### src/rtl/fetch_queue.sv
// Instruction fetch front end: issues in-order imem requests, parks responses in a small
// in-order queue for decode, and squashes in-flight fetches on control-flow redirects.
module fetch_queue #(
  parameter logic [31:0] RESET_PC        = 32'h0000_0000,
  parameter int          DEPTH           = 4,
  parameter int          MAX_OUTSTANDING = 2
) (
  input  logic        clk,
  input  logic        rst,
  input  logic        en,
  input  logic        jump_target,
  input  logic        jump_branch,
  input  logic        jump_reg,
  input  logic [31:0] pc_id,
  input  logic [25:0] instr_id,
  input  logic [31:0] jr_addr,
  output logic        imem_req_valid,
  input  logic        imem_req_ready,
  output logic [31:0] imem_req_addr,
  input  logic        imem_resp_valid,
  input  logic [31:0] imem_resp_data,
  output logic        if_valid,
  input  logic        if_ready,
  output logic [31:0] if_pc,
  output logic [31:0] if_instr
);

  localparam int AW = $clog2(DEPTH);
  localparam int CW = AW + 1;
  localparam logic [CW-1:0] DEPTH_C = CW'(DEPTH);
  localparam logic [CW-1:0] MAX_C   = CW'(MAX_OUTSTANDING);

  logic [31:0]   r_fetch_pc;
  logic [AW-1:0] r_head;
  logic [AW-1:0] r_tail;
  logic [AW-1:0] r_fill;
  logic [CW-1:0] r_count;
  logic [CW-1:0] r_outstanding;
  logic [CW-1:0] r_drop;
  logic [31:0]   r_slot_pc    [DEPTH];
  logic [31:0]   r_slot_instr [DEPTH];
  logic [DEPTH-1:0] r_slot_filled;

  logic          w_redirect;
  logic [31:0]   w_pc_id_p4;
  logic [31:0]   w_branch_off;
  logic [31:0]   w_target;
  logic [CW-1:0] w_pending;
  logic          w_resp_drop;
  logic          w_resp_fill;
  logic          w_resp_take;
  logic          w_req_valid;
  logic          w_if_valid;
  logic          w_issue;
  logic          w_pop;

  assign w_redirect   = jump_reg | jump_target | jump_branch;
  assign w_pc_id_p4   = pc_id + 32'd4;
  assign w_branch_off = {{14{instr_id[15]}}, instr_id[15:0], 2'b00};

  always_comb begin
    w_target = w_pc_id_p4 + w_branch_off;
    if (jump_reg)
      w_target = jr_addr;
    else if (jump_target)
      w_target = {w_pc_id_p4[31:28], instr_id, 2'b00};
  end

  // Slots between r_fill and r_tail still await data; anything beyond that in flight is stale.
  assign w_pending   = r_outstanding - r_drop;
  assign w_resp_drop = imem_resp_valid & (r_drop != '0);
  assign w_resp_fill = imem_resp_valid & (r_drop == '0) & (w_pending != '0);
  assign w_resp_take = w_resp_drop | w_resp_fill;

  assign w_req_valid = rst & en & ~w_redirect & (r_outstanding < MAX_C) & (r_count < DEPTH_C);
  assign w_if_valid  = en & ~w_redirect & r_slot_filled[r_head];
  assign w_issue     = w_req_valid & imem_req_ready;
  assign w_pop       = w_if_valid & if_ready;

  assign imem_req_valid = w_req_valid;
  assign imem_req_addr  = r_fetch_pc;
  assign if_valid       = w_if_valid;
  assign if_pc          = r_slot_pc[r_head];
  assign if_instr       = r_slot_instr[r_head];

  always_ff @(posedge clk or negedge rst) begin
    if (!rst) begin
      r_fetch_pc    <= RESET_PC;
      r_head        <= '0;
      r_tail        <= '0;
      r_fill        <= '0;
      r_count       <= '0;
      r_outstanding <= '0;
      r_drop        <= '0;
      r_slot_filled <= '0;
      for (int i = 0; i < DEPTH; i++) begin
        r_slot_pc[i]    <= '0;
        r_slot_instr[i] <= '0;
      end
    end else if (w_redirect) begin
      // Every request still in flight belongs to the squashed path and must be discarded.
      r_fetch_pc    <= w_target;
      r_head        <= '0;
      r_tail        <= '0;
      r_fill        <= '0;
      r_count       <= '0;
      r_slot_filled <= '0;
      r_outstanding <= r_outstanding - CW'(w_resp_take);
      r_drop        <= r_outstanding - CW'(w_resp_take);
    end else begin
      if (w_issue) begin
        r_fetch_pc               <= r_fetch_pc + 32'd4;
        r_tail                   <= r_tail + AW'(1);
        r_slot_pc[r_tail]        <= r_fetch_pc;
        r_slot_filled[r_tail]    <= 1'b0;
      end
      if (w_pop) begin
        r_head                   <= r_head + AW'(1);
        r_slot_filled[r_head]    <= 1'b0;
      end
      if (w_resp_fill) begin
        r_fill                   <= r_fill + AW'(1);
        r_slot_instr[r_fill]     <= imem_resp_data;
        r_slot_filled[r_fill]    <= 1'b1;
      end
      if (w_resp_drop)
        r_drop <= r_drop - CW'(1);
      r_count       <= r_count + CW'(w_issue) - CW'(w_pop);
      r_outstanding <= r_outstanding + CW'(w_issue) - CW'(w_resp_take);
    end
  end

  a_no_orphan_resp: assert property (@(posedge clk) disable iff (!rst)
    imem_resp_valid |-> ((r_drop != '0) || (w_pending != '0)));

endmodule

### config.mk
export PLATFORM = sky130hd
export DESIGN_NAME = fetch_queue
export DESIGN_NICKNAME = d
export VERILOG_FILES = /design/src/rtl/fetch_queue.sv
export SDC_FILE = /design/constraint.sdc
export NUM_CORES = 1
export LEC_CHECK = 0
export CORE_MARGIN = 2
export CORE_UTILIZATION = 40
export DETAILED_ROUTE_END_ITERATION = 8
export HOLD_SLACK_MARGIN = 0.08
export PLACE_DENSITY = 0.63
export SLEW_MARGIN = 15
export SYNTH_ARGS = -nofsm -noshare
export SYNTH_HDL_FRONTEND = slang
export SYNTH_SLANG_ARGS = --single-unit
### constraint.sdc
create_clock -name clk -period 7.8 [get_ports clk]
set_clock_uncertainty 0.05 [all_clocks]
set_input_delay 1.56 -clock clk [delete_from_list [all_inputs] [get_ports clk]]
set_output_delay 1.56 -clock clk [all_outputs]
set_load 0.05 [all_outputs]
==> results of run 1 <==
==> cell type report <==
| type | count | area [µm²] |
|---|---|---|
| Antenna cell | 2 | 5.005 |
| Clock buffer | 54 | 1080 |
| Clock inverter | 6 | 133.9 |
| Fill cell | 3601 | 20300 |
| Inverter | 32 | 120.1 |
| Multi-Input combinational cell | 960 | 8593 |
| Sequential cell | 307 | 7690 |
| Tap cell | 532 | 665.6 |
| Timing Repair Buffer | 245 | 2427 |
==> synth_stat cells (7+ instances only) <==
master / instances / area share [%]
a211oi_1: 7 / 0.31
a21o_1: 16 / 0.72
a21oi_1: 54 / 1.6
a221oi_1: 9 / 0.47
a31oi_1: 9 / 0.34
and2_1: 8 / 0.30
and3_1: 21 / 0.79
buf_1: 22 / 0.49
buf_2: 13 / 0.39
clkbuf_1: 43 / 0.97
dfrtp_1: 307 / 46
ha_1: 59 / 4.4
inv_1: 30 / 0.67
mux2_2: 245 / 17
mux2i_1: 7 / 0.42
mux4_2: 65 / 8.8
nand2_1: 102 / 2.3
nand3_1: 33 / 0.99
nand4_1: 12 / 0.45
nor2_1: 63 / 1.4
nor3_1: 17 / 0.51
o21a_1: 9 / 0.40
o21ai_0: 45 / 1.3
o21ai_1: 7 / 0.21
o22ai_1: 12 / 0.45
xnor2_1: 48 / 2.5
xor2_1: 23 / 1.2
==> power groups by stage <==
stage | combinational [mW] | sequential, mW | clock [mW]
4_1_cts | 1.30 | 1.83 | 1.75
3_3_place_gp | 1.28 | 1.85 | 0
6_report | 1.29 | 1.83 | 1.71
5_1_grt | 1.38 | 1.85 | 1.82
3_5_place_dp | 1.29 | 1.85 | 0
2_1_floorplan | 0.796 | 1.88 | 0
==> worst paths after layout <==
kind,to,cells past startpoint
setup / recovery,imem_req_valid,6
hold / removal,r_slot_pc[125],2
setup reg to reg,r_count[2],10
hold reg to reg,r_slot_pc[125],2
max in group asynchronous,r_head[1],2
min in group asynchronous,r_slot_instr[64],1
==> cells by family (layout without fill, tap and decap cells) <==
logic type / after synthesis / after routing
AOI/OAI and AO/OA: 219 / 219
xor gates and xnor gates: 71 / 71
adders and majority gates: 62 / 62
buffers and inverters: 111 / 337
DFF: 307 / 307
muxes: 318 / 318
other: 0 / 2
and+or+nand+nor: 290 / 290
==> metal layers <==
layer	track usage, %	vias to the layer above	routed length [µm]
li1	-	5486	-
met1	27.28	6033	19440
met2	33.32	344	20610
met3	3.743	53	2527
met4	6.202	0	1010
met5	0	-	0
==> flip-flops by register name (all words and copies together), names as in the netlist <==
register	flops
imem_req_addr	32
r_count	3
r_drop	3
r_fill	2
r_head	2
r_outstanding	3
r_slot_filled	4
r_slot_instr	128
r_slot_pc	128
r_tail	2
==> worst max-delay path, stage by stage <==
cell and delay (ps):
clkdlybuf4s50_1 700, or2_1 510, nor2_2 200, nand2_1 90
nor3_2 170, clkdlybuf4s50_1 870
==> out/summary.txt, run 1 <==
status: complete, but fails checks
violated checks: DRC
Netlist cell types: 74
Max Root-Sink Buffers: 3
area post-placement: 19500 µm²
Setup Fix Bufs, Post-CTS: 0
Final Wtd Congestion: 0.9245
leading cell type in the layout, fill and taps excluded: dfrtp_1
Worst Setup Start Kind: input pin
overall power: 4.826 mW
WS Path Type: input pin to output port
H-tree depth: 2
Synth Area in Adders: 4.777%
Worst Setup SP: jump_target
Place WS: 1819 ps
final setup violation count: 0
maxcap violations: 0
Layout Nets: 1774
synthesized cell area: 16710 µm²
Worst-Margin Slew: 975.2 ps
post-route insts no fill: 2138
Period Utilization, post-route: 73.50%
Die ar.: 43420 µm²
global route total overflow: 0
clk_lat worst skew: 510 ps
Data arrival, critical path: 4120 ps
antenna-violating nets left: 0
vias in the first global route: 12390
CTS Buf Count: 35
fraction of layout cells with a size suffix above 1: 25.25%
CTS tree: built
first-pass GRT wire length: 69.66 mm
register area share after synthesis: 45.98%
CORE AREA: 41020 µm²
Max Clk Rate: 174.4 MHz
hpwl dp: 30.39 mm
largest net degree at the start of global routing: 163
slew margin rel.: 34.78%
Root Driver: clkbuf_16
setup TNS after final layout: 0 ps
Crit Reg-Reg Startpoint: r_head[1]
hold_sp: r_slot_pc[125]
area grow syn2layout: 23.97%
max-slew violations: 0
Required @ worst endpoint: 6190 ps
CP endpoint kind: output port
number of synthesized flops with an enable pin: 0
Synth Register Bits: 307
multiplexer area fraction after synthesis: 25.78%
post-route cell area: 20710 µm²
post-DR vias/cell: 5.573
post-synthesis xor/xnor area fraction: 3.721%
most frequent cells in the layout: 305 x dfrtp_1, 245 x mux2_2, 227 x clkdlybuf4s50_1
dpl cells: 2076
switching share of power: 31.10%
Gate power share: 26.8%
Seq pwr share: 37.8%
Site Rows: 74
Psw: 1.501 mW
Net Count, Synth: 1571
synth warn: 0
IO Count: 229
Simple-Gate Fraction of Synth Area: 8.222%
Pleak: 9.387 nW
Fin Hold WS: 424.3 ps
top_reg_cell synth: dfrtp_1
initial antenna violation count: 2
CP Max Fanout: 15
CTS resizes: 0
drt first pass iters: 7
largest family of logic cells by synthesized area: multiplexers
PnR worst setup slack: 2067 ps
CTS clk-pin slew, worst paths: 50 ps
Mapped Avg Cell Area: 12.13 µm²
DRC viols: 1
drt total wl: 43.59 mm
final hold viol count: 0
Worst Hold Class: flip-flop to flip-flop
Total Routing Usage GR: 20.26%
maximum VDD drop: 0.1227 mV
DR WL/cell: 20.39 µm
RSZ-0062 raised after global routing: false
Synth async-reset ratio: 100.0%
Post-Synthesis Cells: 1378
min cycle time layout: 5733 ps
routed vias: 11920
Hold-fix buffers, CTS: 0
Sink Count: 307
die height: 208.4 µm
Starting DRT DRC Count: 650
initial core utilization: 40.74%
Reg2Reg Setup Slack: 4190 ps
Int Power: 3.325 mW
clock share of power: 35.4%
Pwr per Cell Area: 233.0 nW/µm²
post-layout util: 50.50%
compound-cell area share of the yosys netlist: 8.911%
die width: 208.4 µm
I/O Buffers: 228
(Power assumes the default switching activity.)
==> inputs of run 2 (changes only) <==
Clock period 7.8 ns to 5.6 ns, I/O delays scaled along.
==> out/summary.txt, run 2 (synthesized netlist as in run 1, its figures left out) <==
CORE AREA: 41020 µm² (unchanged)
Antenna Cells: 0 (was 2)
post-route cell area: 20640 µm² (was 20710 µm²)
CP endpoint kind: flip-flop (was output port)
first-pass GRT wire length: 68.73 mm (was 69.66 mm)
max-slew violations: 0 (unchanged)
Starting DRT DRC Count: 611 (was 650)
routed vias: 11980 (was 11920)
drt total wl: 43.02 mm (was 43.59 mm)
H-tree depth: 1 (was 2)
CTS tree: built (unchanged)
Setup Fix Bufs, Post-CTS: 0 (unchanged)
status: complete, but fails checks (unchanged)
drt first pass iters: 7 (unchanged)
area post-placement: 19620 µm² (was 19500 µm²)
RSZ-0062 raised after global routing: false (unchanged)
initial core utilization: 40.74% (unchanged)
Root Driver: clkbuf_16 (unchanged)
met3 GRT Util: 3.366% (was 3.743%)
largest net degree at the start of global routing: 79 (was 163)
Worst-Margin Slew: 1129 ps (was 975.2 ps)
Crit Reg-Reg Startpoint: r_head[0] (was r_head[1])
Period Utilization, post-route: 85.00%
Layout Nets: 1783 (was 1774)
IO Count: 229 (unchanged)
post-DR vias/cell: 5.590 (was 5.573)
Sink Count: 307 (unchanged)
violated checks: DRC (unchanged)
Worst Hold Class: input pin to asynchronous set/reset pin (was flip-flop to flip-flop)
Pwr per Cell Area: 309.7 nW/µm² (was 233.0 nW/µm²)
Required @ worst endpoint: 6010 ps (was 6190 ps)
Gate power share: 28.1% (was 26.8%)
overall power: 6.392 mW (was 4.826 mW)
clk_lat worst skew: 560 ps (was 510 ps)
setup TNS after final layout: 0 ps (unchanged)
fraction of layout cells with a size suffix above 1: 26.07% (was 25.25%)
vias in the first global route: 12240 (was 12390)
Max Clk Rate: 210.1 MHz
final setup violation count: 0 (unchanged)
routing usage on met2: 32.10% (was 33.32%)
die height: 208.4 µm (unchanged)
final hold viol count: 0 (unchanged)
DR WL/cell: 20.07 µm (was 20.39 µm)
CTS clk-pin slew, worst paths: 60 ps (was 50 ps)
Site Rows: 74 (unchanged)
I/O Buffers: 228 (unchanged)
switching share of power: 32.16% (was 31.10%)
Max Root-Sink Buffers: 3 (unchanged)
CTS Buf Count: 31 (was 35)
GR Layer Usage met1: 27.90% (was 27.28%)
Fin Hold WS: 363.3 ps (was 424.3 ps)
initial antenna violation count: 0 (was 2)
Layout fillers: 3636 (was 3601)
min cycle time layout: 4760 ps
clock share of power: 32.2% (was 35.4%)
CP Max Fanout: 8 (was 15)
maxcap violations: 0 (unchanged)
maximum VDD drop: 0.2241 mV (was 0.1227 mV)
dpl cells: 2089 (was 2076)
most frequent cells in the layout: 305 x dfrtp_1, 245 x mux2_2, 225 x clkdlybuf4s50_1 (was 305 x dfrtp_1, 245 x mux2_2, 227 x clkdlybuf4s50_1)
global route total overflow: 0 (unchanged)
Worst Setup Start Kind: input pin (unchanged)
Total Routing Usage GR: 19.84% (was 20.26%)
Top Usage Layer GRT: met2 (unchanged)
Int Power: 4.337 mW (was 3.325 mW)
slew margin rel.: 24.71% (was 34.78%)
Die ar.: 43420 µm² (unchanged)
Psw: 2.056 mW (was 1.501 mW)
hpwl dp: 30.26 mm (was 30.39 mm)
Hold-fix buffers, CTS: 0 (unchanged)
post-route insts no fill: 2143 (was 2138)
area grow syn2layout: 23.50% (was 23.97%)
Seq pwr share: 39.7% (was 37.8%)
Pleak: 9.373 nW (was 9.387 nW)
die width: 208.4 µm (unchanged)
CTS resizes: 0 (unchanged)
Worst Setup SP: pc_id[6] (was jump_target)
DRC viols: 1 (unchanged)
antenna-violating nets left: 0 (unchanged)
Final Wtd Congestion: 0.8752 (was 0.9245)
leading cell type in the layout, fill and taps excluded: dfrtp_1 (unchanged)
Data arrival, critical path: 5170 ps (was 4120 ps)
WS Path Type: input pin to flip-flop (was input pin to output port)
==> run 2: changes by cell type in the layout (fill, tap and decap cells not counted), moves of 3 or more <==
cell / previous run / this run
clkbuf_1: 8 / 3
clkinv_2: 1 / 6
buf_4: 16 / 29
clkbuf_8: 9 / 12
bufinv_16: 4 / 1
clkbuf_16: 37 / 31
==> run 2: final timing paths <==
check / slack, ps / cells after the start / endpoint
min reg2reg: 430 / 2 / r_slot_pc[4]
max: 840 / 16 / imem_req_addr[30]
max in group asynchronous: 3300 / 3 / imem_req_addr[20]
max reg2reg: 2100 / 10 / r_count[2]
min in group clk: 430 / 2 / r_slot_pc[4]
min: 360 / 1 / r_slot_instr[103]
==> run 2: cell type report <==
type                    count  area (µm²)  area share [%]
well taps                 532       665.6           3.225
repair buffers            258        2545           12.33
clock inverters             8       68.82          0.3335
clock buffers              46       952.2           4.614
flip-flops and latches    307        7690           37.26
multi-input cells         960        8596           41.65
inverters                  32       120.1          0.5820
==> run 2: critical path, cell delays in order <==
cell and delay (ps):
clkdlybuf4s50_1 550, and4_1 260, and3_1 180, nor2b_1 270
nand4_1 150, xnor2_1 150, ha_1 380, and3_1 210
a2111oi_0 520, nand2_1 140, o2111ai_1 230, nand3b_1 150
a311oi_1 330, xor2_1 120, o211a_1 230, a311oi_1 200
==> run 2: metrics by stage <==
stage          util [%]  setup WS [ps]
2_1_floorplan         -           1127
5_1_grt           50.31          469.7
3_3_place_gp      47.82          403.6
3_5_place_dp      47.83          304.8
6_report          50.31          840.2
4_1_cts           50.31          884.0
==> run 2: metal layers <==
| metal | routed length (µm) | share of wire (%) |
|---|---|---|
| met5 | 0 | 0 |
| met4 | 782 | 1.8 |
| met3 | 2697 | 6.3 |
| met2 | 19840 | 46 |
| met1 | 19700 | 46 |
==> run 2: power groups by stage <==
stage	registers [mW]	clock network, mW	logic (mW)
floorplan	2.61	0	1.11
detailed placement	2.58	0	1.80
CTS	2.54	2.12	1.81
global placement	2.57	0	1.78
global route	2.57	2.21	1.92
finish	2.54	2.06	1.80
==> inputs of run 3 (changes only) <==
Clock period 5.6 ns to 4.8 ns, I/O delays scaled along.
==> out/summary.txt, run 3 (synthesized netlist as in run 1, its figures left out) <==
die height: 208.4 µm (unchanged)
slew margin rel.: 34.77% (was 24.71%)
Reg2Reg Setup Slack: 1460 ps (was 2100 ps)
min cycle time layout: 4305 ps
GR Layer Usage met1: 28.34% (was 27.90%)
Worst-Margin Slew: 978.5 ps (was 1129 ps)
dpl cells: 2124 (was 2089)
DR WL/cell: 20.04 µm (was 20.07 µm)
Period Utilization, post-route: 89.69%
Final Wtd Congestion: 0.8796 (was 0.8752)
Starting DRT DRC Count: 745 (was 611)
maxcap violations: 0 (unchanged)
CORE AREA: 41020 µm² (unchanged)
Crit path largest cell delay: 470 ps (was 550 ps)
CP endpoint kind: flip-flop (unchanged)
clk_lat worst skew: 520 ps (was 560 ps)
Data arrival, critical path: 4670 ps (was 5170 ps)
CP Max Fanout: 4 (was 8)
CTS clk-pin slew, worst paths: 60 ps (about the same)
CTS resizes: 0 (unchanged)
area grow syn2layout: 26.37% (was 23.50%)
initial core utilization: 40.74% (unchanged)
hpwl dp: 31.00 mm (was 30.26 mm)
status: complete, but fails checks (unchanged)
Antenna Cells: 0 (unchanged)
Total Routing Usage GR: 20.27% (was 19.84%)
fraction of layout cells with a size suffix above 1: 27.75% (was 26.07%)
final setup violation count: 0 (unchanged)
largest net degree at the start of global routing: 80 (was 79)
Setup Fix Bufs, Post-CTS: 0 (unchanged)
max-slew violations: 0 (unchanged)
WS Path Type: input pin to flip-flop (unchanged)
Worst Setup Start Kind: input pin (unchanged)
drt first pass iters: 7 (unchanged)
Required @ worst endpoint: 5170 ps (was 6010 ps)
Layout Nets: 1822 (was 1783)
Pwr per Cell Area: 374.3 nW/µm² (was 309.7 nW/µm²)
Worst Hold Class: input pin to asynchronous set/reset pin (unchanged)
Sink Count: 307 (unchanged)
Site Rows: 74 (unchanged)
Top Usage Layer GRT: met2 (unchanged)
initial antenna violation count: 0 (unchanged)
Buf+Inv Stages, Crit Path: 2 (was 1)
post-route cell area: 21120 µm² (was 20640 µm²)
overall power: 7.903 mW (was 6.392 mW)
Reg2Reg Depth: 10 (unchanged)
Max Root-Sink Buffers: 3 (unchanged)
I/O Buffers: 228 (unchanged)
post-DR vias/cell: 5.468 (was 5.590)
Hold-fix buffers, CTS: 0 (unchanged)
Crit Reg-Reg Startpoint: imem_req_addr[2] (was r_head[0])
routed vias: 11950 (was 11980)
drt total wl: 43.82 mm (was 43.02 mm)
area post-placement: 19890 µm² (was 19620 µm²)
post-route insts no fill: 2186 (was 2143)
Root Driver: clkbuf_16 (unchanged)
maximum VDD drop: 0.2158 mV (was 0.2241 mV)
Max Clk Rate: 232.3 MHz
Worst R2R End: imem_req_addr[28] (was r_count[2])
final hold viol count: 0 (unchanged)
critical-path cell list: clkdlybuf4s50_1 > and4_1 > and3_1 > nor2b_1 > nand4_1 > xnor2_1 > ha_1 > and3_1 > a2111oi_0 > buf_4 > nand2_1 > o2111ai_1 > nand3b_1 > a311oi_1 > xor2_1 > o211a_1 > a311oi_1 (was clkdlybuf4s50_1 > and4_1 > and3_1 > nor2b_1 > nand4_1 > xnor2_1 > ha_1 > and3_1 > a2111oi_0 > nand2_1 > o2111ai_1 > nand3b_1 > a311oi_1 > xor2_1 > o211a_1 > a311oi_1)
slowest CP cell: clkdlybuf4s50_1 (unchanged)
Die ar.: 43420 µm² (unchanged)
CTS tree: built (unchanged)
first-pass GRT wire length: 69.72 mm (was 68.73 mm)
violated checks: DRC (unchanged)
vias in the first global route: 12510 (was 12240)
DRC viols: 2 (was 1)
IO Count: 229 (unchanged)
CP top delay family: compound AO/OA/AOI/OAI gates (unchanged)
H-tree depth: 2 (was 1)
die width: 208.4 µm (unchanged)
Pleak: 9.638 nW (was 9.373 nW)
met3 GRT Util: 3.502% (was 3.366%)
leading cell type in the layout, fill and taps excluded: dfrtp_1 (unchanged)
global route total overflow: 0 (unchanged)
CTS Buf Count: 35 (was 31)
antenna-violating nets left: 0 (unchanged)
routing usage on met2: 32.83% (was 32.10%)
most frequent cells in the layout: 305 x dfrtp_1, 245 x mux2_2, 225 x clkdlybuf4s50_1 (unchanged)
RSZ-0062 raised after global routing: false (unchanged)
-- run 3: worst max path at each step --
stage / endpoint / start / cells past startpoint
2_1_floorplan: imem_req_addr[30] / pc_id[7] / 17
3_3_place_gp: imem_req_addr[30] / pc_id[7] / 17
3_5_place_dp: imem_req_addr[30] / pc_id[7] / 17
4_1_cts: imem_req_addr[30] / pc_id[7] / 17
5_1_grt: imem_req_addr[30] / pc_id[6] / 17
6_report: imem_req_addr[30] / pc_id[7] / 17
-- run 3: cell type report --
class / count / area [µm²]
fill: 3620 / 19900
clock inverter: 9 / 148.9
clock buffer: 53 / 1076
sequential: 307 / 7690
inverter: 32 / 120.1
timing repair buffer: 293 / 2820
tap: 532 / 665.6
multi-input combinational: 960 / 8596
-- run 3: worst reg2reg max path, delay by kind of cell (launching register included) --
kind	cells	cell delay [ps]
AO/OA/AOI/OAI	1	350
adder cells (fa/ha/maj)	1	260
flip-flops	1	540
multiplexers	1	370
AND/OR/NAND/NOR	7	1650
-- run 3: stage by stage --
step	utilization (%)	setup WS, ps	setup TNS, ps	hold WS [ps]
finish	51.48	494.9	0	225.7
floorplan	-	487.0	0	394.6
global route	51.48	97.93	0	216.9
global placement	48.49	5.291	0	408.2
detailed placement	48.50	-22.39	-22.39	420.0
CTS	51.48	513.8	0	206.1
-- run 3: layer usage --
layer	part of all wire (%)	wire length, µm	vias to the layer above
li1	-	-	5572
met1	46	20240	6031
met2	47	20470	303
met3	5.3	2331	47
met4	1.8	777	0
met5	0	0	-
-- run 3: where the power goes --
part / switching (mW) / internal [mW] / total (mW)
Sequential: 0.183 / 2.78 / 2.97
Clock: 1.04 / 1.76 / 2.80
Combinational: 1.24 / 0.892 / 2.14
Total: 2.47 / 5.44 / 7.90
